$ cat config.mk
export PLATFORM = sky130hd
export DESIGN_NAME = pdm_audio_tx
export DESIGN_NICKNAME = d
export VERILOG_FILES = /design/src/rtl/audio_pkg.sv /design/src/rtl/sync_sample_fifo.sv /design/src/rtl/pdm_audio_tx.sv
export SDC_FILE = /design/constraint.sdc
export NUM_CORES = 1
export LEC_CHECK = 0
export CAP_MARGIN = 20
export CORE_MARGIN = 3
export CORE_UTILIZATION = 35
export DETAILED_ROUTE_END_ITERATION = 6
export GPL_TIMING_DRIVEN = 0
export PLACE_DENSITY_LB_ADDON = 0.15
export SLEW_MARGIN = 20
export SYNTH_ARGS = -nofsm -noshare
export SYNTH_HDL_FRONTEND = slang
export SYNTH_SLANG_ARGS = --single-unit
$ cat constraint.sdc
create_clock -name clk_in -period 7.3 [get_ports clk_in]
set_input_delay 1.095 -clock clk_in [delete_from_list [all_inputs] [get_ports clk_in]]
set_output_delay 1.095 -clock clk_in [all_outputs]
set_load 0.01 [all_outputs]
$ cat src/rtl/audio_pkg.sv
// Shared audio constants and helpers for the PDM transmit and decimator paths.
// Samples are two's complement; the modulator works on offset-binary levels.
package audio_pkg;

  localparam int SAMPLE_W        = 8;
  localparam int PDM_STEP_PERIOD = 32;
  localparam int PDM_OSR         = 256;

  // Mid-scale offset-binary level: equal density of ones and zeros.
  localparam logic [SAMPLE_W-1:0] SILENCE_OFFSET = 8'h80;

  function automatic logic [SAMPLE_W-1:0] to_offset_binary(input logic [SAMPLE_W-1:0] s);
    return {~s[SAMPLE_W-1], s[SAMPLE_W-2:0]};
  endfunction

endpackage

$ cat src/rtl/sync_sample_fifo.sv
// Single-clock sample FIFO, head visible combinationally; count/full/empty from registers.
// No bypass: a push into an empty FIFO is poppable the next cycle. Pushes when full are dropped.
module sync_sample_fifo #(
  parameter int W     = 8,
  parameter int DEPTH = 16
) (
  input  logic                   clk,
  input  logic                   rst,
  input  logic                   push,
  input  logic [W-1:0]           push_dat,
  input  logic                   pop,
  output logic [W-1:0]           pop_dat,
  output logic [$clog2(DEPTH):0] count,
  output logic                   full,
  output logic                   empty
);
  localparam int AW = $clog2(DEPTH);
  localparam int CW = AW + 1;

  logic [W-1:0]  mem [DEPTH];
  logic [AW-1:0] wr_ptr;
  logic [AW-1:0] rd_ptr;
  logic          push_ok;
  logic          pop_ok;

  assign full    = (count == CW'(DEPTH));
  assign empty   = (count == '0);
  assign push_ok = push && !full;
  assign pop_ok  = pop && !empty;
  assign pop_dat = mem[rd_ptr];

  always_ff @(posedge clk) begin
    if (push_ok) mem[wr_ptr] <= push_dat;
  end

  // Pointers wrap naturally because DEPTH is a power of two.
  always_ff @(posedge clk) begin
    if (rst) begin
      wr_ptr <= '0;
      rd_ptr <= '0;
      count  <= '0;
    end else begin
      if (push_ok) wr_ptr <= wr_ptr + 1'b1;
      if (pop_ok)  rd_ptr <= rd_ptr + 1'b1;
      count <= count + CW'(push_ok) - CW'(pop_ok);
    end
  end

endmodule

$ cat src/rtl/pdm_audio_tx.sv
// Sample FIFO feeding a first-order sigma-delta modulator: OSR PDM bits per sample, one every STEP_PERIOD clocks.
// pdm_out updates the cycle after each step (with pdm_clk_out rising); sample_ready_out drops only when the FIFO is full.
module pdm_audio_tx #(
  parameter int SAMPLE_W    = audio_pkg::SAMPLE_W,
  parameter int FIFO_DEPTH  = 16,
  parameter int STEP_PERIOD = audio_pkg::PDM_STEP_PERIOD,
  parameter int OSR         = audio_pkg::PDM_OSR
) (
  input  logic                        clk_in,
  input  logic                        rst_in,
  input  logic [SAMPLE_W-1:0]         sample_in,
  input  logic                        sample_valid_in,
  output logic                        sample_ready_out,
  input  logic                        enable_in,
  output logic                        pdm_out,
  output logic                        pdm_clk_out,
  output logic                        underflow_out,
  output logic [$clog2(FIFO_DEPTH):0] fifo_count_out
);
  import audio_pkg::*;

  localparam int SW = $clog2(STEP_PERIOD);
  localparam int BW = $clog2(OSR);
  localparam logic [SW-1:0] STEP_LAST = SW'(STEP_PERIOD - 1);
  localparam logic [SW-1:0] STEP_HALF = SW'(STEP_PERIOD / 2);
  localparam logic [BW-1:0] BIT_LAST  = BW'(OSR - 1);

  logic [SW-1:0]       step_cnt;
  logic [SW-1:0]       step_nxt;
  logic [BW-1:0]       bit_cnt;
  logic [SAMPLE_W-1:0] acc;
  logic [SAMPLE_W-1:0] cur_u;
  logic [SAMPLE_W-1:0] act_u;
  logic [SAMPLE_W-1:0] head;
  logic [SAMPLE_W:0]   sum;
  logic                step;
  logic                boundary;
  logic                pop;
  logic                fifo_full;
  logic                fifo_empty;

  sync_sample_fifo #(
    .W     (SAMPLE_W),
    .DEPTH (FIFO_DEPTH)
  ) u_fifo (
    .clk      (clk_in),
    .rst      (rst_in),
    .push     (sample_valid_in),
    .push_dat (sample_in),
    .pop      (pop),
    .pop_dat  (head),
    .count    (fifo_count_out),
    .full     (fifo_full),
    .empty    (fifo_empty)
  );

  assign sample_ready_out = !fifo_full;

  // cur_u holds the playing sample already in offset-binary, so its reset value is silence.
  always_comb begin
    step          = enable_in && (step_cnt == STEP_LAST);
    boundary      = step && (bit_cnt == '0);
    pop           = boundary && !fifo_empty;
    underflow_out = boundary && fifo_empty && !rst_in;
    step_nxt      = step ? '0 : step_cnt + 1'b1;
    act_u         = cur_u;
    if (boundary) act_u = fifo_empty ? SILENCE_OFFSET : to_offset_binary(head);
    sum           = {1'b0, acc} + {1'b0, act_u};
  end

  always_ff @(posedge clk_in) begin
    if (rst_in) begin
      step_cnt    <= '0;
      bit_cnt     <= '0;
      acc         <= '0;
      cur_u       <= SILENCE_OFFSET;
      pdm_out     <= 1'b0;
      pdm_clk_out <= 1'b0;
    end else if (!enable_in) begin
      step_cnt    <= '0;
      bit_cnt     <= '0;
      pdm_out     <= 1'b0;
      pdm_clk_out <= 1'b0;
    end else begin
      step_cnt    <= step_nxt;
      pdm_clk_out <= (step_nxt < STEP_HALF);
      if (step) begin
        cur_u   <= act_u;
        acc     <= sum[SAMPLE_W-1:0];
        pdm_out <= sum[SAMPLE_W];
        bit_cnt <= (bit_cnt == BIT_LAST) ? '0 : bit_cnt + 1'b1;
      end
    end
  end

endmodule
### Yosys cells after proc, flatten, opt, wreduce, memory -nomap -nowiden

Memory sizes are Yosys's and may differ from the RTL's. A register that Yosys moved wholly into a read port is not among the register bits.
Cells that the tools add are included.

* add/sub/neg operators: 7
* mux-type cells: 8
* reductions and logical operators: 14
* bitwise logic cells: 2
* $lt $le $gt $ge: 1
* eq/ne operators: 3

Operators with widths (count)
* 8-bit two-way mux: 3
* 5-bit equality test, second input constant: 2
* 8-bit by 8-bit adder with 9-bit output: 1
* 4-bit by 1-bit adder with 4-bit output, second input constant: 2
* 8-bit by 1-bit adder with 8-bit output, second input constant: 1
* 8-bit equality test, second input constant: 1
* 8-bit zero test: 1
* 4-bit two-way mux: 2
* 1-bit logical AND: 7
* 5-bit by 1-bit adder with 5-bit output: 1
* 5-bit by 1-bit adder with 5-bit output, second input constant: 1
* 5-bit zero test: 1
* 5-bit less-than comparator, second input constant: 1
* 5-bit two-way mux: 1
* 5-bit by 1-bit subtractor with 5-bit output: 1
* 1-bit zero test: 3
* 1-bit two-way mux: 2
* 1-bit inverter: 2
* 2-bit AND reduction: 1
* 2-bit OR reduction: 1

* memories kept: 1
* input port bits: 12
* RAM bits: 128
* output and inout port bits: 9
* flip-flop bits (word level): 44

Memory list
* u_fifo.mem: depth 16, width 8, read ports 1, clocked after Yosys merged registers in 1, wr ports 1, line sync_sample_fifo.sv:20 `logic [W-1:0] mem [DEPTH];`

### Logic depth before layout (Yosys ltp)

Gate-level depths: netlist of the first run.

* depth after elaboration: 7
* depth in mapped cells: 17
* mapped depth without buffers: 14

### Modules after synthesis

From an unflattened synthesis of the first run, not the netlist that was laid out.

* cell total of the unflattened synthesis: 496
* area total of the unflattened synthesis: 7517.2 µm²

By module, submodules not included
* sync_sample_fifo: area each 5799.3 µm², instances 1, cells an instance 306, sequential area each 4184.0 µm²
* pdm_audio_tx: area each 1717.9 µm², instances 1, cells an instance 190, sequential area each 620.6 µm²

### Worst setup path after synthesis of the first run

No wires, ideal clock.

* kind: input -> register
* start point: input port enable_in
* end point: register acc[7]
* cell stages on the path: 10
* required time: 7175 ps
* slack: 3737 ps
* arrival time: 3438 ps
* cell sequence: and2_1 and3_1 clkbuf_1 nand3_1 o221ai_1 ha_1 a211o_1 a2111oi_0 nor3_1 nand3b_1

* word-level cells in the longest chain between the ends: 4
* elaborated cells on any way between the ends: 5

RTL lines
* start: declaration: line pdm_audio_tx.sv:14 `input logic enable_in,`
* 1-bit logical AND: line pdm_audio_tx.sv:61 `step = enable_in && (step_cnt == STEP_LAST);`
* 1-bit logical AND: line pdm_audio_tx.sv:62 `boundary = step && (bit_cnt == '0);`
* 8-bit two-way mux: line pdm_audio_tx.sv:67 `if (boundary) act_u = fifo_empty ? SILENCE_OFFSET : to_offset_binary(head);`
* via act_u[1]: line pdm_audio_tx.sv:33 `logic [SAMPLE_W-1:0] act_u;`
* 8-bit by 8-bit adder with 9-bit output: line pdm_audio_tx.sv:68 `sum = {1'b0, acc} + {1'b0, act_u};`
* end signal: assignment: line pdm_audio_tx.sv:89 `acc <= sum[SAMPLE_W-1:0];`
* end: declaration: line pdm_audio_tx.sv:31 `logic [SAMPLE_W-1:0] acc;`

The timed path passes the listed nets, and every way through them passes these cells.
A chain may end at the register's enable or synchronous reset.

### Worst setup path in the final report of the first run

Same ends and word-level chain as after synthesis.

==> results of run 1 <==
-- worst max-delay path, delay by kind of cell --
kind,cells,cell delay [ns]
compound gates,3,1.09
fa+ha+maj,1,0.32
buf+inv,3,1.39
simple gates,5,0.79
-- how the worst max path moves through the flow --
stage / endpoint / depth (start not counted) / startpoint / slack (ns)
floorplan: acc[7] / 10 / enable_in / 3.74
global placement: pdm_out / 13 / enable_in / 2.58
detailed placement: acc[7] / 12 / enable_in / 2.55
CTS: underflow_out / 5 / rst_in / 2.89
global route: acc[7] / 11 / enable_in / 2.71
finish: acc[7] / 12 / enable_in / 2.92
-- cell type report --
class | instances | area share
Buffer | 24 | 0.0130
Clock buffer | 17 | 0.0492
Clock inverter | 14 | 0.0227
Inverter | 15 | 0.00652
Multi-Input combinational cell | 283 | 0.288
Sequential cell | 176 | 0.556
Tap cell | 270 | 0.0391
Timing Repair Buffer | 22 | 0.0249
-- stage by stage --
stage	util	power (W)
after floorplan	-	0.00128
after global placement	0.388	0.00136
after detailed placement	0.390	0.00137
after CTS	0.420	0.00232
after global routing	0.420	0.00240
final	0.420	0.00229
-- logic make-up (layout without fill, tap and decap cells) --
logic type,count (synthesis),in the layout,share of synthesized area
and+or+nand+nor,127,127,0.0875
buffers and inverters,39,92,0.0227
muxes,52,52,0.125
DFF,176,176,0.645
xor gates and xnor gates,14,14,0.0165
adders and majority gates,24,24,0.0423
AOI/OAI and AO/OA,66,66,0.0603
-- power breakdown --
part	switching (W)	internal (W)	total, W
Sequential	0.0000187	0.00111	0.00112
Clock	0.000424	0.000523	0.000946
Combinational	0.000129	0.0000923	0.000221
-- sequential cells by signal, summed over array words and instances (netlist names), named ones only --
name,cells
u_fifo.wr_ptr,4
pdm_out,1
pdm_clk_out,1
bit_cnt,8
u_fifo.mem,128
step_cnt,5
acc,8
u_fifo.count,5
cur_u,8
u_fifo.rd_ptr,4
-- metal layers --
| metal | vias to the layer above | wire [um] | share of wire | track usage |
|---|---|---|---|---|
| li1 | 2032 | - | - | - |
| met1 | 2185 | 7310 | 0.46 | 0.196 |
| met2 | 85 | 7600 | 0.48 | 0.225 |
| met3 | 20 | 557 | 0.035 | 0.0267 |
| met4 | 0 | 265 | 0.017 | 0.0548 |
| met5 | - | 0 | 0 | 0 |
-- cell usage in the layout, fill, tap and decap left out, types with 6 or more instances in the layout --
cell,n
nand2_1,22
or3_1,7
nand3_1,23
mux4_2,30
mux2i_1,16
edfxtp_1,128
nor2_1,28
buf_1,6
dfxtp_1,48
xor2_1,6
inv_1,15
clkbuf_1,11
xnor2_1,8
ha_1,22
clkdlybuf4s50_1,20
o21ai_0,8
nor3_1,11
a21oi_1,19
clkbuf_16,17
o221ai_1,14
==> reports/results.ini, run 1 <==
[timing]
finalSetupViolCount=0
period_share=0.600
hold_viol_final=0
rsz0062_at_grt=false
maxSlewHeadroom=0.345
period_minus_slack_ns=4.38
maxSlewViolCount=0
finalSetupTns_ns=0
fmax_mhz=228
setup_ws_ns=2.92
worst_pin_slew_ns=0.978
holdWs_ns=0.464
fin_skew_ns=0.0153

[logic_synthesis]
netlist_area_sq_um=7450
synthArstFlopShare=0
synth_fp_nets=534
yosysTopAreaCell=edfxtp_1
synth-edff-count=128
yosysMostFrequentCell=edfxtp_1
avgSynthCellArea_sq_um=15.0
yosysSeqAreaShare=0.645
synth_cell_types=49
yosysWarningCount=0
synth_top_area_share=0.516
synth_seq_cells=176
synthCells=498
synthFlopType=edfxtp_1
ys_top_cells_by_count=edfxtp_1, dfxtp_1, mux4_2
netlist_top_cells_area=edfxtp_1, dfxtp_1, mux4_2

[floorplanning]
die_x_um=152
core-area_sq_um=20600
dieArea_sq_um=23100
ios=21
num_rows=52
die_y_um=152
start_util=0.362

[placement]
post-place-cells=790
dp_hpwl_mm=10.7
dp_slack_ns=2.55
port_buffers=20
place_area_sq_um=8020
finalWeightedCongestion=0.782

[worst_setup_path]
r2r-end=acc[7]
setup.worst_path.class=primary input to register
max_stage_delay_ns=0.63
path_cells=clkdlybuf4s50_1 -> and2_1 -> nand3_1 -> clkbuf_1 -> buf_1 -> nand2_1 -> o221ai_1 -> ha_1 -> a211o_1 -> a2111oi_0 -> nor3_1 -> nand3b_1
reg2regPathDepth=15
reg2reg_slack_ns=3.04
worstSetupEndpointType=register
cp-start-kind=primary input
worstPathArrival_ns=4.70
path_max_fanout=10
r2r-start=step_cnt[0]
worst_ep_required_time_ns=7.61
slowest_stage=a2111oi_0

[route]
vias=4322
drt-initial-drc-count=320
firstDrtPassIters=5
vias_per_cell=5.26
drcViolationCount=0
wl_per_cell_um=19.2
drtAntennaViolNets=0
drt-total-wl_mm=15.7

[clock_tree]
ctsHoldBuffers=0
post_cts_buffers=0
clockBufferDepth=2
cts_root_buffer=clkbuf_16
clock_latency_ns=0.44
cts_tree=built
clk_pin_slew_worst_paths_ns=0.07
htree_levels=4
cts_sinks=176
cts-resized-gates=0
cts_made_buffers=17

[global_route]
gr-total-overflow=0
grt_util_all_layers=0.142
grt_max_degree=19
antenna_found_initial=0
grt_pass1_vias=4427
grt_pass1_wl_mm=25.1

[layout]
multi_input_area_sq_um=2490
stdcell_count=821
diodes=0
fillers=1908
layout-drive-gt1-share=0.147
finalNetCount=575
final_area_sq_um=8640
area_growth_pct=16.0
ff_latch_area_sq_um=4800

[power]
p_per_area_nw_per_um2=265
ir_worst_vdd_mv=0.140
leakage_nw=2.81

[worst_hold_path]
min_path_cells=1
hold-path-endpoint=step_cnt[0]
hp-start=step_cnt[0]
hold_class=register to register

[job]
cap_violations=0

[status]
status=complete, no violations

No activity file was read; power rests on OpenSTA's default activity.
==> run 2, diff against run 1 <==
clock period = 4.5 ns   (was 7.3 ns; I/O delays follow)
==> run 2 against run 1 <==
  * Wire length is 0.27% higher
  * Hold slack hardly changed
  * Count of clock-buffer cells in the layout stayed put
  * Clock power is 62% higher
  * Final area hardly changed
  * Via count is 0.65% higher
  * Non-clock buffer count stayed put
  * Power is 62% higher
  * Critical path depth is 3 higher
  * Worst setup slack worse by 2.6 ns
  * Sequential share of layout area hardly changed
==> reports/results.ini, run 2 (synthesis results as in run 1) <==
[clock_tree]
clock_latency_ns=0.44
cts_made_buffers=17
clk_pin_slew_worst_paths_ns=0.07
htree_levels=4
ctsHoldBuffers=0
cts_root_buffer=clkbuf_16
cts-resized-gates=0
cts_tree=built
clockBufferDepth=2
cts_sinks=176
post_cts_buffers=0

[floorplanning]
ios=21
dieArea_sq_um=23100
num_rows=52
die_y_um=152
die_x_um=152
core-area_sq_um=20600
start_util=0.362

[worst_setup_path]
worst_ep_required_time_ns=4.81
setup.worst_path.class=register to register
r2r-start=step_cnt[0]
worstSetupEndpointType=register
slowest_stage=a2111oi_1
worst-path-buf-inv=3
reg2reg_slack_ns=0.35
max_stage_delay_ns=0.51
path_delay_family=buffers and inverters
worstPathArrival_ns=4.46
path_max_fanout=10
reg2regPathDepth=15
cp-start-kind=register
r2r-end=acc[7]
path_cells=ha_1 -> and3_1 -> ha_1 -> buf_2 -> and2_1 -> nand3_1 -> clkbuf_1 -> buf_1 -> nand2_1 -> o221ai_1 -> ha_1 -> a211o_1 -> a2111oi_1 -> nor3_1 -> nand3b_1
cp_common_cell=ha_1

[layout]
area_growth_pct=16.1
layout_common_cells=edfxtp_1, dfxtp_1, mux4_2, nor2_1, nand3_1
finalNetCount=575
largest_reg_flops=128
layout-drive-gt1-share=0.147
regMostFlops=u_fifo.mem
diodes=0
final_common_cell=edfxtp_1

[timing]
maxSlewViolCount=0
finalSetupViolCount=0
period_share=0.921
hold_viol_final=0
finalSetupTns_ns=0
fmax_mhz=241
period_minus_slack_ns=4.15
fin_skew_ns=0.0153
maxSlewHeadroom=0.345
holdWs_ns=0.464
rsz0062_at_grt=false
worst_pin_slew_ns=0.979

[route]
drtAntennaViolNets=0
vias_per_cell=5.30
drt-initial-drc-count=320
vias=4350
drcViolationCount=0
firstDrtPassIters=5
wl_per_cell_um=19.2
drt-total-wl_mm=15.8

[global_route]
gr-total-overflow=0
grt_pass1_wl_mm=25.1
grt_util_all_layers=0.142
antenna_found_initial=0
grt_pass1_vias=4427
grt_max_degree=19

[power]
ir_worst_vdd_mv=0.226
p_per_area_nw_per_um2=430
leakage_nw=2.81

[status]
status=complete, no violations

[placement]
finalWeightedCongestion=0.782
dp_hpwl_mm=10.7
port_buffers=20

[worst_hold_path]
hold-path-endpoint=step_cnt[0]
hp-start=step_cnt[0]
hold_class=register to register
min_path_cells=1

[job]
cap_violations=0

-- run 2: cell types whose count changed in the layout (fill, tap and decap cells not counted) --
cell and delta:
a2111oi_0 -1, a2111oi_1 +1
-- run 2: metal layers --
| layer | GRT usage | part of all wire | vias up |
|---|---|---|---|
| li1 | - | - | 2034 |
| met1 | 0.196 | 0.46 | 2207 |
| met2 | 0.225 | 0.48 | 91 |
| met3 | 0.0267 | 0.036 | 18 |
| met4 | 0.0548 | 0.017 | 0 |
| met5 | 0 | 0 | - |
-- run 2: through the flow --
stage / util / instance area (sq um) / power, W / setup WS, ns / std cells
after CTS: 0.420 / 8640 / 0.00377 / 0.300 / 821
after global routing: 0.420 / 8640 / 0.00389 / 0.0669 / 821
after global placement: 0.388 / 7980 / 0.00220 / 0.199 / 788
after floorplan: - / 7450 / 0.00207 / 1.06 / 498
final: 0.420 / 8640 / 0.00372 / 0.354 / 821
after detailed placement: 0.390 / 8020 / 0.00222 / 0.175 / 790
-- run 2: worst max-delay path by stage --
stage                           start  depth (start not counted)      end
final                     step_cnt[0]                         15   acc[7]
after global routing      step_cnt[0]                         16  pdm_out
after CTS                 step_cnt[0]                         15   acc[7]
after detailed placement    enable_in                         12   acc[7]
after global placement      enable_in                         13  pdm_out
after floorplan           step_cnt[0]                         15   acc[7]
-- run 2: cell type report --
class | instances | area (sq um)
fillers | 1907 | 11900
flip-flops and latches | 176 | 4800
multi-input cells | 283 | 2490
clock buffers | 17 | 425
well taps | 270 | 338
repair buffers | 22 | 215
clock inverters | 14 | 196
plain buffers | 24 | 113
inverters | 15 | 56.3
-- run 2: where the power goes --
part / switching, W / leakage, nW / internal (W)
clock network: 0.000687 / 0.304 / 0.000848
logic: 0.000209 / 0.959 / 0.000150
registers: 0.0000303 / 1.54 / 0.00179
total: 0.000926 / 2.81 / 0.00279
==> run 3, diff against run 2 <==
ABC_CLOCK_PERIOD_IN_PS = 5300   (was unset)
clock period = 5.3 ns   (was 4.5 ns; I/O delays follow)
==> results of run 3 <==
Same layout as run 1 (identical final DEF). Status: complete, no violations.
Main changes from that run: setup slack after placement 2.55 ns -> 0.855 ns; setup slack after layout 2.92 ns -> 1.04 ns; start point of the critical path enable_in -> step_cnt[0]; register-to-register setup slack 3.04 ns -> 1.04 ns; total power 0.00229 W -> 0.00316 W; worst IR drop on VDD 0.140 mV -> 0.192 mV
